`src/rtl/rv32_e_div_sequencer.sv`:
```
// Multi-cycle radix-2 restoring divider sequencer for RV32M DIV/DIVU/REM/REMU in the execute stage.
// Optional early-out for trivial quotients is enabled by defining RV32_DIV_EARLY_OUT_EN.
module rv32_e_div_sequencer #(
    parameter int XLEN  = 32,
    parameter int CNT_W = 6
) (
    input  logic            clk_i,
    input  logic            rst_n_i,
    input  logic            start_i,
    input  logic [1:0]      op_i,
    input  logic [XLEN-1:0] src_a_i,
    input  logic [XLEN-1:0] src_b_i,
    input  logic            flush_i,
    output logic            stall_o,
    output logic            valid_o,
    output logic [XLEN-1:0] result_o
);

`ifdef RV32_DIV_EARLY_OUT_EN
    localparam bit EarlyOutEn = 1'b1;
`else
    localparam bit EarlyOutEn = 1'b0;
`endif

    localparam logic [XLEN-1:0] IntMin = {1'b1, {(XLEN-1){1'b0}}};

    typedef enum logic [1:0] {
        ST_IDLE = 2'd0,
        ST_CALC = 2'd1,
        ST_DONE = 2'd2
    } state_t;

    function automatic logic [XLEN-1:0] negate(input logic [XLEN-1:0] v);
        return ~v + {{(XLEN-1){1'b0}}, 1'b1};
    endfunction

    // Special cases (b==0, INT_MIN/-1) take precedence over the sign correction.
    function automatic logic [XLEN-1:0] fix_result(
        input logic            is_rem,
        input logic            neg_q,
        input logic            neg_r,
        input logic            b_zero,
        input logic            ovf,
        input logic [XLEN-1:0] a_raw,
        input logic [XLEN-1:0] quo,
        input logic [XLEN-1:0] rem
    );
        logic [XLEN-1:0] r;
        if (b_zero) begin
            r = is_rem ? a_raw : {XLEN{1'b1}};
        end else if (ovf) begin
            r = is_rem ? {XLEN{1'b0}} : IntMin;
        end else if (is_rem) begin
            r = neg_r ? negate(rem) : rem;
        end else begin
            r = neg_q ? negate(quo) : quo;
        end
        return r;
    endfunction

    state_t            state_r;
    logic [CNT_W-1:0]  cnt_r;
    logic              is_rem_r;
    logic              neg_q_r;
    logic              neg_r_r;
    logic              b_zero_r;
    logic              ovf_r;
    logic [XLEN-1:0]   a_raw_r;
    logic [XLEN-1:0]   div_r;
    logic [XLEN-1:0]   quo_r;
    logic [XLEN-1:0]   rem_r;
    logic              valid_r;
    logic [XLEN-1:0]   result_r;

    logic              signed_s;
    logic              neg_a_s;
    logic              neg_b_s;
    logic [XLEN-1:0]   mag_a_s;
    logic [XLEN-1:0]   mag_b_s;
    logic              b_zero_s;
    logic              ovf_s;
    logic              early_s;
    logic [XLEN-1:0]   early_res_s;
    logic [XLEN:0]     rem_sh_s;
    logic              ge_s;
    logic [XLEN-1:0]   rem_nx_s;
    logic [XLEN-1:0]   quo_nx_s;
    logic [XLEN-1:0]   final_res_s;

    // Operand decode at issue: sign flags, magnitudes and the early-out decision.
    always_comb begin
        signed_s    = ~op_i[0];
        neg_a_s     = signed_s & src_a_i[XLEN-1];
        neg_b_s     = signed_s & src_b_i[XLEN-1];
        mag_a_s     = neg_a_s ? negate(src_a_i) : src_a_i;
        mag_b_s     = neg_b_s ? negate(src_b_i) : src_b_i;
        b_zero_s    = (src_b_i == {XLEN{1'b0}});
        ovf_s       = signed_s & (src_a_i == IntMin) & (src_b_i == {XLEN{1'b1}});
        early_s     = EarlyOutEn & (b_zero_s | (mag_a_s < mag_b_s));
        early_res_s = fix_result(op_i[1], neg_a_s ^ neg_b_s, neg_a_s, b_zero_s, ovf_s,
                                 src_a_i, {XLEN{1'b0}}, mag_a_s);
    end

    // One restoring step; the remainder needs an extra bit before the compare.
    always_comb begin
        rem_sh_s    = {rem_r, quo_r[XLEN-1]};
        ge_s        = (rem_sh_s >= {1'b0, div_r});
        rem_nx_s    = ge_s ? (rem_sh_s[XLEN-1:0] - div_r) : rem_sh_s[XLEN-1:0];
        quo_nx_s    = {quo_r[XLEN-2:0], ge_s};
        final_res_s = fix_result(is_rem_r, neg_q_r, neg_r_r, b_zero_r, ovf_r,
                                 a_raw_r, quo_nx_s, rem_nx_s);
    end

    // Sequencer FSM, iteration counter and datapath registers; flush wins over everything.
    always_ff @(posedge clk_i or negedge rst_n_i) begin
        if (!rst_n_i) begin
            state_r  <= ST_IDLE;
            cnt_r    <= {CNT_W{1'b0}};
            is_rem_r <= 1'b0;
            neg_q_r  <= 1'b0;
            neg_r_r  <= 1'b0;
            b_zero_r <= 1'b0;
            ovf_r    <= 1'b0;
            a_raw_r  <= {XLEN{1'b0}};
            div_r    <= {XLEN{1'b0}};
            quo_r    <= {XLEN{1'b0}};
            rem_r    <= {XLEN{1'b0}};
            valid_r  <= 1'b0;
            result_r <= {XLEN{1'b0}};
        end else if (flush_i) begin
            state_r <= ST_IDLE;
            valid_r <= 1'b0;
        end else begin
            case (state_r)
                ST_IDLE: begin
                    valid_r <= 1'b0;
                    if (start_i) begin
                        is_rem_r <= op_i[1];
                        neg_q_r  <= neg_a_s ^ neg_b_s;
                        neg_r_r  <= neg_a_s;
                        b_zero_r <= b_zero_s;
                        ovf_r    <= ovf_s;
                        a_raw_r  <= src_a_i;
                        div_r    <= mag_b_s;
                        quo_r    <= mag_a_s;
                        rem_r    <= {XLEN{1'b0}};
                        cnt_r    <= CNT_W'(XLEN - 1);
                        if (early_s) begin
                            result_r <= early_res_s;
                            valid_r  <= 1'b1;
                            state_r  <= ST_DONE;
                        end else begin
                            state_r  <= ST_CALC;
                        end
                    end
                end
                ST_CALC: begin
                    rem_r <= rem_nx_s;
                    quo_r <= quo_nx_s;
                    if (cnt_r == {CNT_W{1'b0}}) begin
                        result_r <= final_res_s;
                        valid_r  <= 1'b1;
                        state_r  <= ST_DONE;
                    end else begin
                        cnt_r <= cnt_r - {{(CNT_W-1){1'b0}}, 1'b1};
                    end
                end
                ST_DONE: begin
                    valid_r <= 1'b0;
                    state_r <= ST_IDLE;
                end
                default: begin
                    valid_r <= 1'b0;
                    state_r <= ST_IDLE;
                end
            endcase
        end
    end

    assign stall_o  = ((state_r == ST_IDLE) & start_i & ~flush_i) | (state_r == ST_CALC);
    assign valid_o  = valid_r;
    assign result_o = result_r;

endmodule

```
`config.mk`:
```
export PLATFORM = sky130hd
export DESIGN_NAME = rv32_e_div_sequencer
export DESIGN_NICKNAME = d
export VERILOG_FILES = /design/src/rtl/rv32_e_div_sequencer.sv
export SDC_FILE = /design/constraint.sdc
export NUM_CORES = 1
export LEC_CHECK = 0
export BUFFER_PORTS_ARGS = -buffer_cell sky130_fd_sc_hd__buf_2
export CAP_MARGIN = 20
export CELL_PAD_IN_SITES_DETAIL_PLACEMENT = 1
export CELL_PAD_IN_SITES_GLOBAL_PLACEMENT = 2
export CORE_ASPECT_RATIO = 0.9
export CORE_MARGIN = 5
export CORE_UTILIZATION = 30
export CTS_CLUSTER_SIZE = 14
export DETAILED_ROUTE_END_ITERATION = 10
export GPL_TIMING_DRIVEN = 0
export PLACE_DENSITY = 0.77
export SYNTH_ARGS = -nofsm -noshare
export SYNTH_HDL_FRONTEND = slang
export SYNTH_SLANG_ARGS = --single-unit
```
`constraint.sdc`:
```
create_clock -name clk_i -period 4.2 [get_ports clk_i]
set_input_delay 0.21 -clock clk_i [delete_from_list [all_inputs] [get_ports clk_i]]
set_output_delay 0.21 -clock clk_i [all_outputs]
set_load 0.01 [all_outputs]
```
Yosys cells after proc, flatten, opt, wreduce, memory -nomap -nowiden

Cells that the tools add are included.

Register bits: 174
Bits of input ports: 70
Word-level logic and storage cells: 74

$add $sub $neg: 6
Magnitude comparators: 1
Equality and inequality tests: 7
Muxes and demuxes: 24
Bitwise gates (word level): 14
Reduce and logical (&&, ||, !) cells: 9

Operators with widths:

| operator              | count |
|---|---|
| $mux 32               | 12 |
| $add 32x1->32 const B | 4 |
| $not 32->32           | 4 |
| $pmux 32 s2           | 2 |
| $eq 32x32->1 const B  | 2 |
| $ge 33x32->1          | 1 |
| $logic_not 32->1      | 1 |
| $sub 32x32->32        | 1 |
| $mux 6                | 2 |
| $pmux 6 s2            | 1 |
| $reduce_and 3->1      | 3 |
| $and 1x1->1           | 6 |
| $logic_not 6->1       | 1 |
| $mux 2                | 3 |
| $ne 3x3->1 const B    | 2 |
| $sub 6x1->6 const B   | 1 |
| $ne 2x2->1 const B    | 2 |
| $pmux 2 s2            | 1 |
| $reduce_and 4->1      | 1 |
| $mux 1                | 3 |
| $eq 2x1->1 const B    | 1 |
| $logic_not 2->1       | 1 |
| $not 1->1             | 2 |
| $reduce_and 2->1      | 1 |
| other kinds (3)       | 3 |

Logic depth before layout (Yosys ltp)

Depth after elaboration: 8
Depth in mapped cells: 25
Mapped depth without buffers: 20

Least setup slack after synthesis

OpenSTA, ideal clock, no wires.

Path kind: reg-to-reg
Start: register rem_r[21]
End: register result_r[28] (netlist: result_o[28])
Library setup time: 132 ps
Data arrival time: 4496 ps
Required time: 4068 ps
Setup slack: -428 ps
Cell stages (with the launch flop): 24
Cells stage by stage: dfrtp_1 -> ha_1 -> buf_2 -> nand2_1 -> nor4_4 -> nand3_2 -> o221a_2 -> nand2_2 -> buf_2 -> buf_2 -> buf_1 -> a21oi_1 -> inv_1 -> ha_1 -> nand2_1 -> nor3_1 -> nand3_1 -> nor4_2 -> a32oi_1 -> or2_1 -> buf_2 -> or3b_1 -> mux2i_1 -> a21oi_1

Longest elaborated chain between the ends: 8

RTL lines:

| item                                           | line     | text |
|---|---|---|
| start, declared                                | 71       | `logic [XLEN-1:0] rem_r;` |
| start signal, assigned                         | 127      | `rem_r <= {XLEN{1'b0}};` |
| start signal, assigned                         | 146      | `rem_r <= {XLEN{1'b0}};` |
| start signal, assigned                         | 158      | `rem_r <= rem_nx_s;` |
| $sub 32x32->32 or $ge 33x32->1 (tied branches) | 108, 107 |  |
| $mux 32                                        | 108      | `rem_nx_s = ge_s ? (rem_sh_s[XLEN-1:0] - div_r) : rem_sh_s[XLEN-1:0];` |
| $not 32->32                                    | 34       | `return ~v + {{(XLEN-1){1'b0}}, 1'b1};` |
| $add 32x1->32                                  | 34       |  |
| $mux 32                                        | 54       | `r = neg_r ? negate(rem) : rem;` |
| $mux 32 *                                      | 53       | `end else if (is_rem) begin` |
| $mux 32 *                                      | 51       | `end else if (ovf) begin` |
| $mux 32 *                                      | 49       | `if (b_zero) begin` |
| end signal, assigned                           | 129      | `result_r <= {XLEN{1'b0}};` |
| end signal, assigned                           | 149      | `result_r <= early_res_s;` |
| end signal, assigned                           | 161      | `result_r <= final_res_s;` |
| end, declared                                  | 73       | `logic [XLEN-1:0] result_r;` |

Mark *: on every way between the ends. The rest lies on a longest branch, timed or not.
A chain may end at the register's enable or synchronous reset.

Worst setup path after layout

Start: register div_r[30]
End: register result_r[28] (netlist: result_o[28])

Longest elaborated chain between the ends: 8

RTL lines:

| item                   | line | text |
|---|---|---|
| start, declared        | 69   | `logic [XLEN-1:0] div_r;` |
| start signal, assigned | 125  | `div_r <= {XLEN{1'b0}};` |
| start signal, assigned | 144  | `div_r <= mag_b_s;` |
| $ge 33x32->1 *         | 107  | `ge_s = (rem_sh_s >= {1'b0, div_r});` |
| $mux 32                | 108  |  |
| $not 32->32            | 34   |  |
| $add 32x1->32          | 34   |  |
| $mux 32                | 54   |  |
| $mux 32 *              | 53   |  |
| $mux 32 *              | 51   |  |
| $mux 32 *              | 49   |  |

Marks and branches as above.

==> flow_results.org <==
** Final layout
- Leaving out filler cells and counting taps, the final layout contains ~2400.
- Top library cells by usage in the layout, fill and taps aside :: 307 x nand2_1, 179 x o21ai_0, 159 x dfrtp_1, 110 x nor2_1, 105 x buf_2
- Relative to the synthesized area, the layout overhead comes to 28.9%.
- In the final layout, the share of cells above drive strength 1 is about 22%.
- Registers take roughly 4400 sq um.
- Diodes inserted :: 0
- Most common cell after layout, fill and taps aside :: nand2_1
- Layout Nets :: around 2000
- Finished Core Util :: 39.0%
- Number of fill cells :: 5135
- Area of all placed cells without fillers :: 16700 sq um
- Footprint of the multi-input gates :: ~9000 sq um

** Drt
- In this run, the number of DRC markers left after iteration 0 of detailed routing was about 1100.
- In the routed design, unresolved DRC markers number 0.
- Drt via density :: 5.65
- After detailed routing, the average wire length per cell comes to between 20 and 25 um.
- The count of nets left with antenna violations once routing finished came out at 0.
- Routed wire length :: just under 60000 um
- The first TritonRoute pass finished after 5 iterations.
- Via total after detailed routing :: ~14000

** Clocking
- In this run the clock root is driven by a clkbuf_16.
- Register clock-pin slew on the reported worst setup and hold paths :: 0.08 ns
- Number of buffers added by the clock tree synthesis step :: 17
- Maximum number of buffers from clock root to sink :: 2
- The later pin in the worst-skew pair is clocked with a latency of 0.47 ns.
- CTS tree :: done
- Clock net sink count :: 174
- CTS built an H-tree with a depth of 4.

** STA
- Number of setup violations in the final report :: 10
- Count of endpoints failing hold in the final timing report :: 0
- The routed design could run at a clock period as short as roughly 4.4 ns.
- Worst max-slew margin expressed relative to the limit :: a little under two fifths
- Final worst-path cycle share :: 105%
- Smallest hold slack :: 0.0130 ns
- At the pin with the least slew margin, the transition time is between 0.9 and 1 ns.
- Setup repair after global routing could not meet its margin everywhere.
- Derived from the worst setup path, the maximum achievable clock frequency is 0.226 GHz.
- Across the routed clock network, the largest skew measured is approximately 0.016 ns.
- Final max-slew violation count :: 0
- Setup slack on the critical path of the routed design comes to -0.218 ns.

** Synthesis
- Async set or reset register ratio after synthesis :: between 90% and 100%
- Yosys synthesis warning count :: 0
- Mean area per synthesized cell :: 7.85 sq um
- FF+latch count, synth :: approximately 170
- Synth Area in XOR/XNOR :: a little under a tenth
- For this run, the register share of the synthesized area comes to 33.5%.
- After synthesis, the largest family of logic cells by area is compound AO/OA/AOI/OAI gates.
- Simple-gate share of the synthesized area :: 22.0%
- Top FF cell, synth :: dfrtp_1
- Adder and majority cell fraction of the synthesized area :: 3.91%
- Synthesis produced a netlist whose cell count is 1653.
- Counting every net in the synthesized netlist gives roughly 1800.
- EDFF count, synth :: 0
- In the synthesized netlist, mux cells make up between 2 and 2.5% of the area.
- The netlist uses 82 different library cells.
- Mapped Area :: 13000 sq um
- Compound-gate portion of the synthesized area :: 24.1%

** Die
- Area of the placeable core :: 42900 sq um
- Number of cell rows :: 72
- Measured along the y axis, the die boundary spans 207 um.
- Number of placed I/O pins :: about 100
- The initial utilization of the core area, before any placement, comes to around 30%.
- Die Footprint :: 47500 sq um
- Horizontal die dimension :: roughly 230 um

** Run status
- Violations in the final reports :: setup timing
- The flow ran to the end, but the final reports show violations.

** Global route
- Entering global routing, the biggest net connects slightly above 90 pins.
- Residual overflow from global routing :: 0
- First-pass GRT wire length :: ~88000 um
- The via count of the first global-routing pass is 14181.
- All-Layer GR Usage :: a little under a quarter
- Number of antenna violations at the first check in global routing :: 2

** Placement
- Final Wtd Congestion :: 0.909
- Placed cell area :: ~14000 sq um
- Count of input and output buffers :: between 100 and 150
- Post-detailed-placement half-perimeter wirelength :: 44500 um
- Including well taps, the total number of placed cells is 2313.

** Power
- Power density cells :: ~760 nW/um^2
- Net Switching :: around 6500 uW
- Pleak :: ~0.007 uW
- Reg power frac :: between 10% and 20%
- Total power for the finished layout comes to approximately 13000 uW.
- Clock share of power :: between 10% and 20%
- The share of total power dissipated in combinational logic is about two thirds.
- Across the VDD grid, the largest voltage drop is 0.000275 V.
- In this run switching power makes up about half of total power.
- Internal power :: about 6300 uW

** Critical path
- Worst setup SP type :: flop
- The critical path goes through inv_2 -> ha_4 -> and2_4 -> or2_4 -> a211oi_4 -> o221a_4 -> nand2_4 -> inv_4 -> buf_12 -> mux2i_4 -> ha_4 -> nand2_4 -> nor3_4 -> nand3_2 -> nor4_4 -> a32oi_2 -> or2_4 -> or3b_1 -> mux2i_1 -> a21oi_1.
- The most critical setup path has its startpoint at div_r[30].
- Crit path largest cell delay :: roughly 0.4 ns
- Buffers and inverters on the worst path :: 3
- The critical path is of the flop to flop type.
- In this run the worst path has a maximum fanout of 4.
- Worst path top cell family by delay :: simple AND/OR/NAND/NOR gates
- Among all stages on the critical path, the largest delay is contributed by or3b_1.
- For the worst setup path, the data required time is approximately 4.5 ns.
- The worst register-to-register path begins at div_r[30].
- Data on the critical path arrives at its endpoint at approximately 4.7 ns.
- Critical path capture point type :: flop

** Flow run
- Max-cap violations in this run came to 0.

** Min path
- In this run the most critical hold path is launched from src_a_i[8].
- The min-delay analysis places its worst path in the category input pin to flop.
-- layout make-up --
| cell class | instances | area share, % |
|---|---|---|
| multi-input cells | 1324 | 53.5 |
| repair buffers | 213 | 8.37 |
| plain buffers | 93 | 2.99 |
| flip-flops and latches | 174 | 26.1 |
| well taps | 555 | 4.15 |
| clock inverters | 14 | 0.927 |
| inverters | 58 | 1.32 |
| clock buffers | 18 | 2.57 |
-- power groups by stage --
stage | clock [uW] | sequential (uW) | combinational, uW
after floorplan | 0 | 2300 | 4420
after global placement | 0 | 2500 | 6230
after detailed placement | 0 | 2520 | 6340
after CTS | 1700 | 2490 | 7690
after global routing | 1780 | 2550 | 9130
final | 1690 | 2520 | 8590
-- worst reg2reg max path, stage by stage, from the launching register on --
cell      delay (ns)
dfrtp_1         0.39
inv_2           0.15
ha_4            0.23
and2_4          0.15
or2_4           0.25
a211oi_4        0.34
o221a_4         0.28
nand2_4         0.08
inv_4           0.08
buf_12          0.13
mux2i_4         0.29
ha_4            0.19
nand2_4         0.06
nor3_4          0.18
nand3_2         0.14
nor4_4          0.21
a32oi_2         0.12
or2_4           0.31
or3b_1          0.40
mux2i_1         0.19
a21oi_1         0.10
-- final timing paths --
check | endpoint | slack (ns) | cells after the start
worst max register to register | result_o[28] | -0.22 | 20
min in group asynchronous | div_r[9] | 0.32 | 2
worst min-delay path | a_raw_r[8] | 0.01 | 3
max in group asynchronous | rem_r[26] | 2.92 | 3
worst max-delay path | result_o[28] | -0.22 | 20
worst min register to register | a_raw_r[13] | 0.47 | 2
-- per-layer routing --
layer | track usage (%) | up-vias | share of wire [%]
li1 | - | 6370 | -
met4 | 6.80 | 0 | 2.7
met1 | 33.7 | 7005 | 47
met5 | 0 | - | 0
met2 | 36.5 | 374 | 44
met3 | 5.29 | 77 | 6.2
-- cell usage after synthesis, types with 22 or more instances --
cell type  count  area, sq um
a21oi_1       74          370
nand2_1      313         1170
xnor2_1       78          683
o31ai_1       35          263
nor2_1       113          424
nor3_1        36          180
o21ai_0      185          926
clkbuf_1      70          263
xor2_1        64          561
ha_1          39          488
nand4_1       22          138
inv_1         56          210
o22ai_1       35          219
dfrtp_1      174         4350
-- cell families after synthesis --
group | count (synthesis)
fa+ha+maj | 40
xor+xnor | 142
simple gates | 619
buf+inv | 155
mux | 27
compound gates | 496
flops | 174
-- sequential cells by signal, indices dropped and copies added (netlist names) --
name / count
state_r: 2
rem_r: 32
div_r: 32
neg_q_r: 1
b_zero_r: 1
a_raw_r: 32
result_o: 32
ovf_r: 1
valid_o: 1
neg_r_r: 1
is_rem_r: 1
quo_r: 32
cnt_r: 6
-- what timing repair did --
item	CTS	global route
setup endpoints to repair	31	25
setup buffers	72	31
gates resized for setup	139	69
endpoints found under the hold margin	99	0
hold buffers	10	0
pin swaps	46	45
-- through the flow --
step / TNS (ns) / worst slack (ns)
6_report: -1.16 / -0.218
5_1_grt: -3.03 / -0.349
3_3_place_gp: -39.28 / -1.60
3_5_place_dp: -24.04 / -1.68
2_1_floorplan: -0.118 / -0.117
4_1_cts: -2.40 / -0.310
Note: power is estimated with default switching activity, not from simulation.
